$ cat src/rtl/spi_pkg.sv
`default_nettype none
// ============================================================================
// Module      : spi_pkg
// Description : Shared definitions for the SPI register-write initiator and
//               its peripheral: FSM state encoding, frame field widths, R/W
//               bit values and a frame assembly helper.
// Ports       : none (package)
// Config      : SPI_CTRL_READ_EN (see spi_controller) uses RW_READ
// Revision    : 1.0 - initial release
// ============================================================================
package spi_pkg;

    localparam int FRAME_W = 16;
    localparam int ADDR_W  = 7;
    localparam int DATA_W  = 8;

    localparam logic RW_WRITE = 1'b1;
    localparam logic RW_READ  = 1'b0;

    typedef enum logic [1:0] {
        IDLE  = 2'd0,
        SHIFT = 2'd1,
        HOLD  = 2'd2,
        GAP   = 2'd3
    } spi_state_e;

    // Frame layout on the wire, MSB first: R/W, address, data.
    function automatic logic [FRAME_W-1:0] build_frame(
        input logic              rw,
        input logic [ADDR_W-1:0] addr,
        input logic [DATA_W-1:0] data
    );
        return {rw, addr, data};
    endfunction

endpackage
`default_nettype wire

$ cat src/rtl/spi_controller_if.sv
`default_nettype none
// ============================================================================
// Module      : spi_controller_if
// Description : Request/status bundle between a register-write requester and
//               the SPI initiator.
// Signals     : req_valid/req_ready handshake, req_addr (7), req_data (8),
//               busy, done; with SPI_CTRL_READ_EN also req_write, rd_data (8),
//               rd_valid.
// Modports    : master - requester side; slave - spi_controller side.
// Config      : SPI_CTRL_READ_EN adds the read-path signals.
// Revision    : 1.0 - initial release
// ============================================================================
interface spi_controller_if;
    import spi_pkg::*;

    logic              req_valid;
    logic              req_ready;
    logic [ADDR_W-1:0] req_addr;
    logic [DATA_W-1:0] req_data;
    logic              busy;
    logic              done;
`ifdef SPI_CTRL_READ_EN
    logic              req_write;
    logic [DATA_W-1:0] rd_data;
    logic              rd_valid;

    modport master (
        output req_valid, req_addr, req_data, req_write,
        input  req_ready, busy, done, rd_data, rd_valid
    );
    modport slave (
        input  req_valid, req_addr, req_data, req_write,
        output req_ready, busy, done, rd_data, rd_valid
    );
`else
    modport master (
        output req_valid, req_addr, req_data,
        input  req_ready, busy, done
    );
    modport slave (
        input  req_valid, req_addr, req_data,
        output req_ready, busy, done
    );
`endif

endinterface
`default_nettype wire

$ cat src/rtl/spi_clk_div.sv
`default_nettype none
// ============================================================================
// Module      : spi_clk_div
// Description : SCLK half-period tick generator. An 8-bit counter runs
//               0..CLK_DIV-1 while enabled; tick_o is high on the cycle the
//               counter sits at CLK_DIV-1. clr_i restarts the count at 0.
// Ports       : clk, rst_n (sync, active-low), clr_i, en_i -> tick_o
// Parameters  : CLK_DIV - clk cycles per half-period, 1..255
// Revision    : 1.0 - initial release
// ============================================================================
module spi_clk_div #(
    parameter int unsigned CLK_DIV = 4
) (
    input  wire logic clk,
    input  wire logic rst_n,
    input  wire logic clr_i,
    input  wire logic en_i,
    output logic      tick_o
);

    localparam logic [7:0] c_term = 8'(CLK_DIV - 1);

    logic [7:0] cnt_q;

    always_ff @(posedge clk) begin
        if (!rst_n || clr_i) begin
            cnt_q <= 8'd0;
        end else if (en_i) begin
            cnt_q <= (cnt_q == c_term) ? 8'd0 : cnt_q + 8'd1;
        end
    end

    assign tick_o = en_i && (cnt_q == c_term);

endmodule
`default_nettype wire

$ cat src/rtl/spi_controller.sv
`default_nettype none
// ============================================================================
// Module      : spi_controller
// Description : SPI mode-0 initiator for a write-only register peripheral.
//               One register write is accepted per valid/ready handshake and
//               sent as a 16-bit MSB-first frame {R/W, addr[6:0], data[7:0]}.
//               ncs stays low for exactly 33 half-periods (32 for the bits
//               plus one hold), then stays high for at least CS_GAP cycles.
// Ports       : clk, rst_n (sync, active-low)
//               req_if (slave): req_valid/req_ready, req_addr, req_data,
//                               busy, done [, req_write, rd_data, rd_valid]
//               sclk, ncs, copi   - SPI pins, all registered
//               cipo              - only with SPI_CTRL_READ_EN
// Parameters  : CLK_DIV (1..255) clk cycles per SCLK half-period
//               CS_GAP  (1..255) min clk cycles ncs high between frames
// Config      : SPI_CTRL_READ_EN - R/W bit taken from req_write; read frames
//               drive copi=0 in the data phase, sample cipo on each rising
//               sclk of the data bits and report rd_data with rd_valid.
// Revision    : 1.0 - initial release
// ============================================================================
module spi_controller
    import spi_pkg::*;
#(
    parameter int unsigned CLK_DIV = 4,
    parameter int unsigned CS_GAP  = 2
) (
    input  wire logic       clk,
    input  wire logic       rst_n,
    spi_controller_if.slave req_if,
    output logic            sclk,
    output logic            ncs,
    output logic            copi
`ifdef SPI_CTRL_READ_EN
    ,
    input  wire logic       cipo
`endif
);

    localparam logic [7:0] c_gap_last = 8'(CS_GAP - 1);
    localparam logic [4:0] c_last_bit = 5'(FRAME_W - 1);

    spi_state_e         state_q;
    logic [FRAME_W-1:0] shreg_q;
    logic [4:0]         bit_q;
    logic [7:0]         gap_q;
    logic               ready_q;
    logic               busy_q;
    logic               done_q;
    logic               sclk_q;
    logic               ncs_q;
    logic               copi_q;

    logic               tick;
    logic               div_clr;
    logic               div_en;
    logic [FRAME_W-1:0] frame_d;

`ifdef SPI_CTRL_READ_EN
    logic               rd_frame_q;
    logic [DATA_W-1:0]  rd_shift_q;
    logic [DATA_W-1:0]  rd_data_q;
    logic               rd_valid_q;

    // Read frames carry zeros in the data field so copi stays low while the
    // peripheral drives cipo.
    assign frame_d = build_frame(req_if.req_write, req_if.req_addr,
                                 req_if.req_write ? req_if.req_data : '0);
`else
    assign frame_d = build_frame(RW_WRITE, req_if.req_addr, req_if.req_data);
`endif

    // The divider only runs while ncs is low; holding it clear elsewhere
    // makes every frame start with a full low half-period.
    assign div_en  = (state_q == SHIFT) || (state_q == HOLD);
    assign div_clr = !div_en;

    spi_clk_div #(
        .CLK_DIV (CLK_DIV)
    ) u_clk_div (
        .clk    (clk),
        .rst_n  (rst_n),
        .clr_i  (div_clr),
        .en_i   (div_en),
        .tick_o (tick)
    );

    always_ff @(posedge clk) begin
        if (!rst_n) begin
            state_q    <= IDLE;
            shreg_q    <= '0;
            bit_q      <= 5'd0;
            gap_q      <= 8'd0;
            ready_q    <= 1'b0;
            busy_q     <= 1'b0;
            done_q     <= 1'b0;
            sclk_q     <= 1'b0;
            ncs_q      <= 1'b1;
            copi_q     <= 1'b0;
`ifdef SPI_CTRL_READ_EN
            rd_frame_q <= 1'b0;
            rd_shift_q <= '0;
            rd_data_q  <= '0;
            rd_valid_q <= 1'b0;
`endif
        end else begin
            done_q     <= 1'b0;
`ifdef SPI_CTRL_READ_EN
            rd_valid_q <= 1'b0;
`endif
            case (state_q)
                IDLE: begin
                    if (req_if.req_valid && ready_q) begin
                        shreg_q    <= frame_d;
                        copi_q     <= frame_d[FRAME_W-1];
                        ncs_q      <= 1'b0;
                        sclk_q     <= 1'b0;
                        busy_q     <= 1'b1;
                        ready_q    <= 1'b0;
                        bit_q      <= 5'd0;
                        state_q    <= SHIFT;
`ifdef SPI_CTRL_READ_EN
                        rd_frame_q <= (req_if.req_write == RW_READ);
`endif
                    end else begin
                        // First cycle out of reset lands here with ready low.
                        ready_q <= 1'b1;
                    end
                end

                SHIFT: begin
                    if (tick) begin
                        if (!sclk_q) begin
                            sclk_q <= 1'b1;
`ifdef SPI_CTRL_READ_EN
                            // bit_q 8..15 are the data bits.
                            if (rd_frame_q && bit_q[3]) begin
                                rd_shift_q <= {rd_shift_q[DATA_W-2:0], cipo};
                            end
`endif
                        end else begin
                            // copi only moves on the falling edge, so it is
                            // stable a full half-period around each rise.
                            sclk_q <= 1'b0;
                            if (bit_q == c_last_bit) begin
                                copi_q  <= 1'b0;
                                state_q <= HOLD;
                            end else begin
                                bit_q   <= bit_q + 5'd1;
                                shreg_q <= {shreg_q[FRAME_W-2:0], 1'b0};
                                copi_q  <= shreg_q[FRAME_W-2];
                            end
                        end
                    end
                end

                HOLD: begin
                    if (tick) begin
                        ncs_q   <= 1'b1;
                        done_q  <= 1'b1;
                        gap_q   <= 8'd0;
                        state_q <= GAP;
`ifdef SPI_CTRL_READ_EN
                        if (rd_frame_q) begin
                            rd_data_q  <= rd_shift_q;
                            rd_valid_q <= 1'b1;
                        end
`endif
                    end
                end

                GAP: begin
                    // The done cycle counts as the first gap cycle.
                    if (gap_q == c_gap_last) begin
                        state_q <= IDLE;
                        busy_q  <= 1'b0;
                        ready_q <= 1'b1;
                    end else begin
                        gap_q <= gap_q + 8'd1;
                    end
                end

                default: begin
                    state_q <= IDLE;
                end
            endcase
        end
    end

    assign req_if.req_ready = ready_q;
    assign req_if.busy      = busy_q;
    assign req_if.done      = done_q;
    assign sclk             = sclk_q;
    assign ncs              = ncs_q;
    assign copi             = copi_q;
`ifdef SPI_CTRL_READ_EN
    assign req_if.rd_data   = rd_data_q;
    assign req_if.rd_valid  = rd_valid_q;
`endif

endmodule
`default_nettype wire

$ cat src/flat_wrapper.sv
// flat-port wrapper written by rule: the top's interface ports become plain ports
module spi_controller_flat import spi_pkg::*;
#(
    parameter int unsigned CLK_DIV = 4,
    parameter int unsigned CS_GAP  = 2
)
  (clk, rst_n, sclk, ncs, copi, req_if_req_valid, req_if_req_addr, req_if_req_data, req_if_req_ready, req_if_busy, req_if_done);
  spi_controller_if req_if_i ();
  input  wire logic clk;
  input  wire logic rst_n;
  output logic sclk;
  output logic ncs;
  output logic copi;
  input wire logic [$bits(req_if_i.req_valid)-1:0] req_if_req_valid;
  input wire logic [$bits(req_if_i.req_addr)-1:0] req_if_req_addr;
  input wire logic [$bits(req_if_i.req_data)-1:0] req_if_req_data;
  output wire logic [$bits(req_if_i.req_ready)-1:0] req_if_req_ready;
  output wire logic [$bits(req_if_i.busy)-1:0] req_if_busy;
  output wire logic [$bits(req_if_i.done)-1:0] req_if_done;
  assign req_if_i.req_valid = req_if_req_valid;
  assign req_if_i.req_addr = req_if_req_addr;
  assign req_if_i.req_data = req_if_req_data;
  assign req_if_req_ready = req_if_i.req_ready;
  assign req_if_busy = req_if_i.busy;
  assign req_if_done = req_if_i.done;
  spi_controller #(.CLK_DIV(CLK_DIV), .CS_GAP(CS_GAP)) u_core (.clk(clk), .rst_n(rst_n), .req_if(req_if_i), .sclk(sclk), .ncs(ncs), .copi(copi));
endmodule
$ cat config.mk
export PLATFORM = sky130hd
export DESIGN_NAME = spi_controller_flat
export DESIGN_NICKNAME = d
export VERILOG_FILES = /design/src/rtl/spi_pkg.sv /design/src/rtl/spi_controller_if.sv /design/src/rtl/spi_clk_div.sv /design/src/rtl/spi_controller.sv /design/src/flat_wrapper.sv
export SDC_FILE = /design/constraint.sdc
export NUM_CORES = 1
export LEC_CHECK = 0
export BUFFER_PORTS_ARGS = -buffer_cell sky130_fd_sc_hd__buf_2
export CAP_MARGIN = 20
export CORE_MARGIN = 3
export CORE_UTILIZATION = 40
export DETAILED_ROUTE_END_ITERATION = 7
export GPL_TIMING_DRIVEN = 0
export REMOVE_ABC_BUFFERS = 1
export SLEW_MARGIN = 20
export SYNTH_ARGS = -nofsm -noshare
export SYNTH_HDL_FRONTEND = slang
export SYNTH_SLANG_ARGS = --single-unit
$ cat constraint.sdc
create_clock -name clk -period 2.2 [get_ports clk]
set_input_delay 0 -clock clk [delete_from_list [all_inputs] [get_ports clk]]
set_output_delay 0 -clock clk [all_outputs]
set_load 0.05 [all_outputs]
==> reports/metrics.cfg, run 1 <==
[synth]
avgSynthCellArea_um2=9.07
synth_edf_count=0
netlist_area_um2=2270
synthArstFlopShare_pct=0
ys.flop_type=dfxtp_1
yosysWarnings=0
synth-seq-cells=44
synth_cells=250
yosysSeqAreaShare_pct=38.9
synth_cell_types=49

[min_path]
hold_path.class=primary input to flop
hold_depth=2
holdCritStartpoint=rst_n

[sta]
max_freq_ghz=0.481
hold_viol=0
slew_violations=0
tightest_slew_ns=0.717
skew_ns=0.00649
setup_viol=0
layout_min_cycle_time_ns=2.08
fin_crit_sh_pct=94.5
maxSlewHeadroom_pct=51.6

[global_routing]
grtUsageTotal_pct=16.0
grt_pass1_wl_um=8300
antenna_found_initial=0
grt_pass1_vias=1724
grt_max_degree=24
overflow=0

[cells_and_area]
diodes=0
drive_gt1_share_pct=19.2
area_delta_synth_final_pct=17.3
mostFrequentLayoutCells=dfxtp_1 (42), a21oi_1 (25), buf_2 (23), mux2i_1 (19), a211oi_1 (14)
design_area_um2=2660
fillCellCount=520
layout_commonest_cell=dfxtp_1
fin_nets=303
fin_util_pct=50.2

[worst_setup_path]
path_depth=8
cp_max_fo=5
cp_data_arrival_time_ns=2.29
max_stage_delay_ns=0.39
path_delay_family=simple AND/OR/NAND/NOR gates
path_common_cell=buf_4
path_class=flop to flop
path_buf_inv=3
rr_startpoint=u_core.state_q[0]$_SDFFE_PN0P_
worst_ep_required_time_ns=2.41
cpMaxStageDelayCell=dfxtp_2
critPathCaptureType=flop
crit_start=u_core.state_q[0]$_SDFFE_PN0P_
path_cells=inv_1, ha_4, nor4bb_4, buf_4, buf_4, and2_1, nand4_1, o31ai_1
start_kind=flop
rr_worst_depth=8

[status]
status=completed

[cts]
cts_root_buf=clkbuf_8
clk_latency_ns=0.29
cts_max_path_buffers=2
cts_made_buffers=5
cts.reportedPaths.clkPinSlew_ns=0.08
htree_levels=2
cts_tree=built
clock_sinks=44

[power_and_ir_drop]
fin_total_pwr_mw=3.10
p_seq_share_pct=35.3
intPower_mw=1.84
power_frac_comb_pct=47.8
p_per_area_nw_per_um2=1170
swShare_pct=40.7
p_switching_mw=1.26
pwr-share-clk_pct=16.8
ir_drop_uv=754
p_leak_nw=0.935

[place]
numPortBuffers=23
dpl.hpwl_um=3330
dpl_cell_area_um2=2430
gp_congestion=0.757

[floorplan]
initial_core_util_pct=42.8
die_x_um=81.3
io_pins=24
die_area_um2=6610
die_h_um=81.3
row_count=26
coreArea_um2=5300

[routing]
drtIter0Drc=156
drt_pre_antenna_iters=4
num_vias=1950
wire_per_inst_um=14.6
wl_um=5050
drcViolationCount=0
viasPerCell=5.64
ant_nets=0

[flow_run]
cap_violations=0

==> power groups by stage <==
stage / clock network, mW / registers, mW / logic, mW
after floorplan: 0 / 1.17 / 0.880
after global placement: 0 / 1.10 / 1.24
after detailed placement: 0 / 1.10 / 1.26
after CTS: 0.543 / 1.09 / 1.34
after global routing: 0.583 / 1.12 / 1.65
final: 0.522 / 1.09 / 1.48
==> metal layers <==
metal  track usage, %  share of wire (%)
met1             23.9                 51
met2             23.0                 45
met3             4.10                4.2
met4             3.04                  0
met5                0                  0
==> sequential cells by signal (all words and copies together) (netlist names) <==
register and flops:
u_core.req_if.req_ready 1, u_core.shreg_q 15, u_core.copi 1, u_core.sclk 1
u_core.ncs 1, u_core.req_if.done 1, u_core.u_clk_div.cnt_q 8, u_core.state_q 2
u_core.bit_q 5, u_core.req_if.busy 1, u_core.gap_q 8
==> cell usage after synthesis (all sizes together) (3+ instances only) <==
master	number	area share (%)
buf	6	1.5
o21ai	13	2.9
mux2i	19	8.4
xor2	3	1.2
nand3	6	1.3
a31oi	4	1.1
nor4	5	2.3
o31ai	5	2.3
nor3	3	0.66
nand4	7	1.9
nand2	11	1.8
inv	12	2.0
ha	10	5.5
a21boi	5	1.8
or3	3	0.83
clkbuf	5	0.83
a21oi	26	5.7
dfxtp	44	39
nand2b	4	1.1
nor2	14	2.3
a211oi	14	4.6
or4	5	1.7
==> layout make-up <==
| class | count | area (µm²) | share of cell area, % |
|---|---|---|---|
| clock buffers | 8 | 90.1 | 3.39 |
| multi-input cells | 183 | 1380 | 51.7 |
| flip-flops and latches | 44 | 883 | 33.2 |
| well taps | 70 | 87.6 | 3.29 |
| inverters | 12 | 45.0 | 1.69 |
| repair buffers | 29 | 179 | 6.73 |
==> path summary, 6_finish.rpt <==
| check | to | slack (ns) |
|---|---|---|
| worst max-delay path | u_core.bit_q[3]$_SDFFE_PN0P_ | 0.12 |
| worst min-delay path | u_core.ncs$_SDFFE_PN1P_ | 0.03 |
| worst max register to register | u_core.bit_q[3]$_SDFFE_PN0P_ | 0.12 |
| worst min register to register | u_core.u_clk_div.cnt_q[0]$_SDFFE_PP0P_ | 0.46 |
==> per-stage QoR <==
step | hold WS (ns) | setup WS [ns] | setup TNS (ns) | cells
global route | 0.0318 | -0.00394 | -0.00702 | 346
finish | 0.0277 | 0.121 | 0 | 346
detailed placement | 0.304 | -0.930 | -20.79 | 332
global placement | 0.290 | -1.35 | -33.60 | 332
CTS | 0.0161 | 0.00668 | 0 | 344
floorplan | 0.0762 | -0.470 | -10.02 | 239
==> what timing repair did <==
item,in CTS,in global routing
hold buffers,1,0
endpoints found under the setup margin,31,29
resized for setup,9,9
pin swaps,0,3
setup buffers,3,2
endpoints found under the hold margin,1,0
==> cells by family after synthesis <==
family / count (synthesis) / share of synthesized area (%)
compound gates: 80 / 23.5
xor+xnor: 4 / 1.55
fa+ha+maj: 10 / 5.52
buf+inv: 23 / 4.36
flops: 44 / 38.9
mux: 19 / 8.39
simple gates: 70 / 17.9
Power figures use the tool's default switching activity.
==> inputs of run 2 (changes only) <==
- ABC_AREA: default -> 1
==> reports/metrics.cfg, run 2 <==
[sta]
layout_min_cycle_time_ns=1.89  ; was 2.08 ns
rsz0062_at_grt=no
fin_ws_ns=0.309  ; was 0.121 ns
slew_violations=0  ; unchanged
maxSlewHeadroom_pct=67.3  ; was 51.6%
setup_viol=0  ; unchanged
skew_ns=0.0107  ; was 0.00649 ns
setup_tns_ns=0  ; unchanged
fin_hold_ws_ns=0.0331  ; was 0.0277 ns
fin_crit_sh_pct=86.0  ; was 94.5%
hold_viol=0  ; unchanged
tightest_slew_ns=0.491  ; was 0.717 ns
max_freq_ghz=0.529  ; was 0.481 GHz

[worst_setup_path]
path_delay_family=simple AND/OR/NAND/NOR gates  ; unchanged
worst_ep_required_time_ns=2.43  ; was 2.41 ns
cp_max_fo=31  ; was 5
start_kind=flop  ; unchanged
cp_data_arrival_time_ns=2.13  ; was 2.29 ns
path_common_cell=nand2_1  ; was buf_4
cpMaxStageDelayCell=dfxtp_1  ; was dfxtp_2
critPathCaptureType=flop  ; unchanged
path_buf_inv=2  ; was 3
path_class=flop to flop  ; unchanged
max_stage_delay_ns=0.40  ; was 0.39 ns
path_cells=inv_1, ha_2, clkinv_4, nor2_2, nor2_4, nand3_4, nand2_1, nand2_1, nor2_1  ; was inv_1, ha_4, nor4bb_4, buf_4, buf_4, and2_1, nand4_1, o31ai_1

[cells_and_area]
layout_commonest_cell=nand2_1  ; was dfxtp_1
fin_nets=420  ; was 303
drive_gt1_share_pct=12.5  ; was 19.2%
area_delta_synth_final_pct=10.9  ; was 17.3%
largest_reg_flops=15  ; unchanged
largest_register=u_core.shreg_q  ; unchanged
stdcell_count=465  ; was 346
top_regs=u_core.shreg_q x15, u_core.gap_q x8, u_core.u_clk_div.cnt_q x8  ; unchanged
mostFrequentLayoutCells=nand2_1 (101), nor2_1 (74), dfxtp_1 (44), inv_1 (40), buf_2 (23)  ; was dfxtp_1 (42), a21oi_1 (25), buf_2 (23), mux2i_1 (19), a211oi_1 (14)
diodes=0  ; unchanged

[place]
gp_congestion=0.749  ; was 0.757
dpl.hpwl_um=3240  ; was 3330 µm
dp_worst_setup_slack_ns=-0.0712  ; was -0.930 ns
dp_cells=455  ; was 332
numPortBuffers=23  ; unchanged

[cts]
clock_sinks=44  ; unchanged
cts_max_path_buffers=2  ; unchanged
cts.reportedPaths.clkPinSlew_ns=0.08  ; about the same
cts_tree=built  ; unchanged
cts_root_buf=clkbuf_8  ; unchanged
cts_made_buffers=5  ; unchanged
clk_latency_ns=0.30  ; was 0.29 ns
htree_levels=2  ; unchanged

[floorplan]
die_area_um2=7040  ; was 6610 µm²
io_pins=24  ; unchanged
die_h_um=83.9  ; was 81.3 µm
initial_core_util_pct=42.7  ; was 42.8%
row_count=27  ; was 26
coreArea_um2=5680  ; was 5300 µm²
die_x_um=83.9  ; was 81.3 µm

[routing]
drtIter0Drc=79  ; was 156
wl_um=4850  ; was 5050 µm
ant_nets=0  ; unchanged
drcViolationCount=0  ; unchanged
wire_per_inst_um=10.4  ; was 14.6 µm
num_vias=2161  ; was 1950
viasPerCell=4.65  ; was 5.64
drt_pre_antenna_iters=4  ; unchanged

[global_routing]
grt_pass1_wl_um=8340  ; was 8300 µm
grt_max_degree=36  ; was 24
grtUsageTotal_pct=13.9  ; was 16.0%
antenna_found_initial=0  ; unchanged
overflow=0  ; unchanged
grt_pass1_vias=1898  ; was 1724

[synth]
netlist_area_um2=2430  ; was 2270 µm²
synth_cell_types=27  ; was 49
avgSynthCellArea_um2=6.50  ; was 9.07 µm²
yosysTopAreaCell=dfxtp_1  ; unchanged
ys_top_cells_by_area=dfxtp_1 (36%), nand2_1 (16%), nor2_1 (11%), inv_1 (6.2%), ha_1 (5.2%)  ; was dfxtp_1 (39%), mux2i_1 (8.4%), a21oi_1 (5.7%), ha_1 (5.5%), a211oi_1 (4.6%)
ys.flop_type=dfxtp_1  ; unchanged
yosysWarnings=0  ; unchanged
yosysSeqAreaShare_pct=36.3  ; was 38.9%
synthAdderAreaFrac_pct=5.16  ; was 5.52%
synth_top_family_by_area=simple AND/OR/NAND/NOR gates  ; was compound AO/OA/AOI/OAI gates
synth-simple-area-share_pct=39.4  ; was 17.9%
muxShareOfSynthArea_pct=0  ; was 8.39%
synth_xor_area_share_pct=0.722  ; was 1.55%
synth_top_area_share_pct=36.3  ; was 38.9%
synthTopCellsByCount=nand2_1 (101), nor2_1 (74), dfxtp_1 (44), inv_1 (40), o21ai_0 (22)  ; was dfxtp_1 (44), a21oi_1 (26), mux2i_1 (19), a211oi_1 (14), nor2_1 (14)
synth_cells=373  ; was 250
synth.most_common_cell=nand2_1  ; was dfxtp_1
synth_compound_area_share_pct=8.51  ; was 23.5%
synthArstFlopShare_pct=0  ; unchanged
synth-seq-cells=44  ; unchanged
synth_edf_count=0  ; unchanged

[min_path]
hold_path.class=primary input to flop  ; unchanged

[power_and_ir_drop]
p_per_area_nw_per_um2=1190  ; was 1170 nW/µm²
fin_total_pwr_mw=3.21  ; was 3.10 mW
ir_drop_uv=737  ; was 754 µV
p_leak_nw=1.24  ; was 0.935 nW

[flow_run]
cap_violations=0  ; unchanged

[status]
status=completed  ; unchanged

==> run 2: through the flow <==
step           area, µm²  utilization [%]
3_3_place_gp        2560             45.1
2_1_floorplan       2360                -
4_1_cts             2670             47.0
3_5_place_dp        2560             45.1
5_1_grt             2690             47.4
6_report            2690             47.4
==> run 2: what timing repair did <==
action,CTS,global route
hold endpoints to repair,1,0
cloned,0,1
buffers inserted,0,0
hold buffers,1,0
resized for setup,1,4
pin swaps,0,1
endpoints found under the setup margin,20,20
==> run 2: metal layers <==
| metal | global-route usage, % | part of all wire (%) | vias to the layer above |
|---|---|---|---|
| li1 | - | - | 1201 |
| met1 | 19.3 | 54 | 932 |
| met2 | 21.4 | 42 | 23 |
| met3 | 3.85 | 3.4 | 5 |
| met4 | 3.07 | 0.78 | 0 |
| met5 | 0 | 0 | - |
==> run 2: worst paths after layout <==
| check | from | end | slack [ns] | cells past startpoint |
|---|---|---|---|---|
| max | u_core.state_q[1]$_SDFFE_PN0P_ | u_core.shreg_q[11]$_SDFFE_PN0P_ | 0.31 | 9 |
| max reg2reg | u_core.state_q[1]$_SDFFE_PN0P_ | u_core.shreg_q[11]$_SDFFE_PN0P_ | 0.31 | 9 |
| min reg2reg | u_core.u_clk_div.cnt_q[0]$_SDFFE_PP0P_ | u_core.u_clk_div.cnt_q[0]$_SDFFE_PP0P_ | 0.45 | 1 |
| min | req_if_req_data[1] | u_core.shreg_q[1]$_SDFFE_PN0P_ | 0.03 | 5 |
==> run 2: worst min-delay path: stages <==
cell and delay (ns):
buf_2 0.08, nand2_1 0.04, nand2_1 0.05, nor2_1 0.04, nor2_1 0.08
==> run 2: cell families after synthesis <==
logic type / after synthesis
XOR/XNOR: 2
AO/OA/AOI/OAI: 40
flip-flops: 44
buffers and inverters: 59
adder cells (fa/ha/maj): 10
AND/OR/NAND/NOR: 218
==> run 2: cell type report <==
class | count | area, µm²
clock buffer | 7 | 86.3
inverter | 46 | 178
clock inverter | 1 | 7.51
multi-input combinational | 271 | 1320
fill | 587 | 2980
timing repair buffer | 24 | 125
sequential | 44 | 881
tap | 72 | 90.1
==> run 2: power by group <==
| part | switching, mW | internal [mW] |
|---|---|---|
| Combinational | 1.13 | 0.474 |
| Sequential | 0.0873 | 0.988 |
| Clock | 0.282 | 0.256 |
| Total | 1.50 | 1.72 |
==> inputs of run 3 (changes only) <==
- GPL_TIMING_DRIVEN: 0 -> default
==> reports/metrics.cfg, run 3 (synthesis gave the netlist of run 2 again) <==
[status]
status=completed  ; unchanged

[place]
dpl_cell_area_um2=2580  ; was 2560 µm²
gp_congestion=0.748  ; was 0.749
dpl.hpwl_um=3420  ; was 3240 µm
numPortBuffers=23  ; unchanged

[floorplan]
initial_core_util_pct=42.7  ; unchanged
io_pins=24  ; unchanged
die_h_um=83.9  ; unchanged
die_x_um=83.9  ; unchanged
die_area_um2=7040  ; unchanged
coreArea_um2=5680  ; unchanged
row_count=27  ; unchanged

[cts]
cts_root_buf=clkbuf_8  ; unchanged
clk_latency_ns=0.29  ; was 0.30 ns
htree_levels=2  ; unchanged
cts_setup_buffers=0  ; unchanged
cts_max_path_buffers=2  ; unchanged
cts.reportedPaths.clkPinSlew_ns=0.08  ; about the same
clock_sinks=44  ; unchanged
cts_tree=built  ; unchanged
cts_made_buffers=5  ; unchanged

[cells_and_area]
fin_util_pct=47.7  ; was 47.4%
largest_register=u_core.shreg_q  ; unchanged
layout_commonest_cell=nand2_1  ; unchanged
drive_gt1_share_pct=12.4  ; was 12.5%
diodes=0  ; unchanged
final-seq-area_um2=881  ; unchanged
area_delta_synth_final_pct=11.5  ; was 10.9%
mostFrequentLayoutCells=nand2_1 (101), nor2_1 (74), dfxtp_1 (44), inv_1 (40), buf_2 (23)  ; unchanged
largest_reg_flops=15  ; unchanged
multi_input_area_um2=1300  ; was 1320 µm²
design_area_um2=2710  ; was 2690 µm²
top_regs=u_core.shreg_q x15, u_core.gap_q x8, u_core.u_clk_div.cnt_q x8  ; unchanged
fillCellCount=625  ; was 587
fin_nets=422  ; was 420

[sta]
tightest_slew_ns=0.435  ; was 0.491 ns
max_freq_ghz=0.513  ; was 0.529 GHz
setup_viol=0  ; unchanged
fin_crit_sh_pct=88.6  ; was 86.0%
maxSlewHeadroom_pct=71.0  ; was 67.3%
slew_violations=0  ; unchanged
hold_viol=0  ; unchanged
rsz0062_at_grt=no  ; unchanged
layout_min_cycle_time_ns=1.95  ; was 1.89 ns
setup_tns_ns=0  ; unchanged
skew_ns=0.00260  ; was 0.0107 ns

[worst_setup_path]
start_kind=flop  ; unchanged
worst_ep_required_time_ns=2.39  ; was 2.43 ns
critPathCaptureType=flop  ; unchanged
path_class=flop to flop  ; unchanged
reg2reg_slack_ns=0.25  ; was 0.31 ns
cp_max_fo=35  ; was 31
cp_data_arrival_time_ns=2.14  ; was 2.13 ns

[routing]
viasPerCell=4.58  ; was 4.65
ant_nets=0  ; unchanged
drt_pre_antenna_iters=4  ; unchanged
wl_um=4780  ; was 4850 µm
num_vias=2139  ; was 2161
drcViolationCount=0  ; unchanged
wire_per_inst_um=10.2  ; was 10.4 µm
drtIter0Drc=85  ; was 79

[global_routing]
antenna_found_initial=0  ; unchanged
overflow=0  ; unchanged
grtUsageTotal_pct=14.4  ; was 13.9%
grt_pass1_vias=1867  ; was 1898
grt_max_degree=36  ; unchanged
grt_pass1_wl_um=8540  ; was 8340 µm

[power_and_ir_drop]
ir_drop_uv=837  ; was 737 µV
p_leak_nw=1.26  ; was 1.24 nW
p_per_area_nw_per_um2=1190  ; about the same

[min_path]
hold_path.class=primary input to flop  ; unchanged

[flow_run]
cap_violations=0  ; unchanged

[run 3: final timing paths]
kind	start	cells after the start	endpoint
setup / recovery	u_core.state_q[0]$_SDFFE_PN0P_	7	u_core.shreg_q[11]$_SDFFE_PN0P_
hold / removal	req_if_req_data[1]	5	u_core.shreg_q[1]$_SDFFE_PN0P_
setup reg to reg	u_core.state_q[0]$_SDFFE_PN0P_	7	u_core.shreg_q[11]$_SDFFE_PN0P_
hold reg to reg	u_core.u_clk_div.cnt_q[0]$_SDFFE_PP0P_	1	u_core.u_clk_div.cnt_q[0]$_SDFFE_PP0P_
[run 3: per-layer routing]
metal / track usage [%] / routed length [µm]
met1: 20.5 / 2500
met2: 21.9 / 2110
met3: 3.46 / 148
met4: 3.07 / 19
met5: 0 / 0
[run 3: worst max-delay path, cell delays in order (launching register included)]
cell,delay (ns)
dfxtp_1,0.40
inv_1,0.10
ha_1,0.47
nand3_4,0.14
nand2_4,0.15
nand3_4,0.31
nor2_1,0.21
nor2_1,0.06
[run 3: repair_timing]
item / 4_1_cts / 5_1_grt
hold buffers: 2 / 0
hold endpoints to repair: 2 / 0
resized for setup: 0 / 0
endpoints found under the setup margin: 0 / 0
[run 3: layout make-up]
cell class / count / share of cell area [%]
clock inverter: 2 / 1.30
multi-input combinational: 270 / 48.2
inverter: 46 / 6.38
sequential: 44 / 32.6
clock buffer: 6 / 2.68
timing repair buffer: 27 / 5.55
tap: 72 / 3.33
[run 3: power breakdown]
| group | total (mW) | switching [mW] | internal [mW] |
|---|---|---|---|
| combinational | 1.54 | 1.08 | 0.462 |
| sequential | 1.07 | 0.0866 | 0.987 |
| clock | 0.611 | 0.274 | 0.337 |
| total | 3.22 | 1.44 | 1.79 |
[run 3: through the flow]
step / cells / power (mW) / hold WS, ns / setup slack, ns
finish: 467 / 3.22 / 0.0308 / 0.250
global route: 467 / 3.59 / 0.0480 / 0.0315
global placement: 457 / 2.62 / 0.289 / 0.299
floorplan: 360 / 2.30 / 0.0846 / 0.340
detailed placement: 457 / 2.63 / 0.297 / 0.253
CTS: 467 / 3.27 / 0.0269 / 0.215
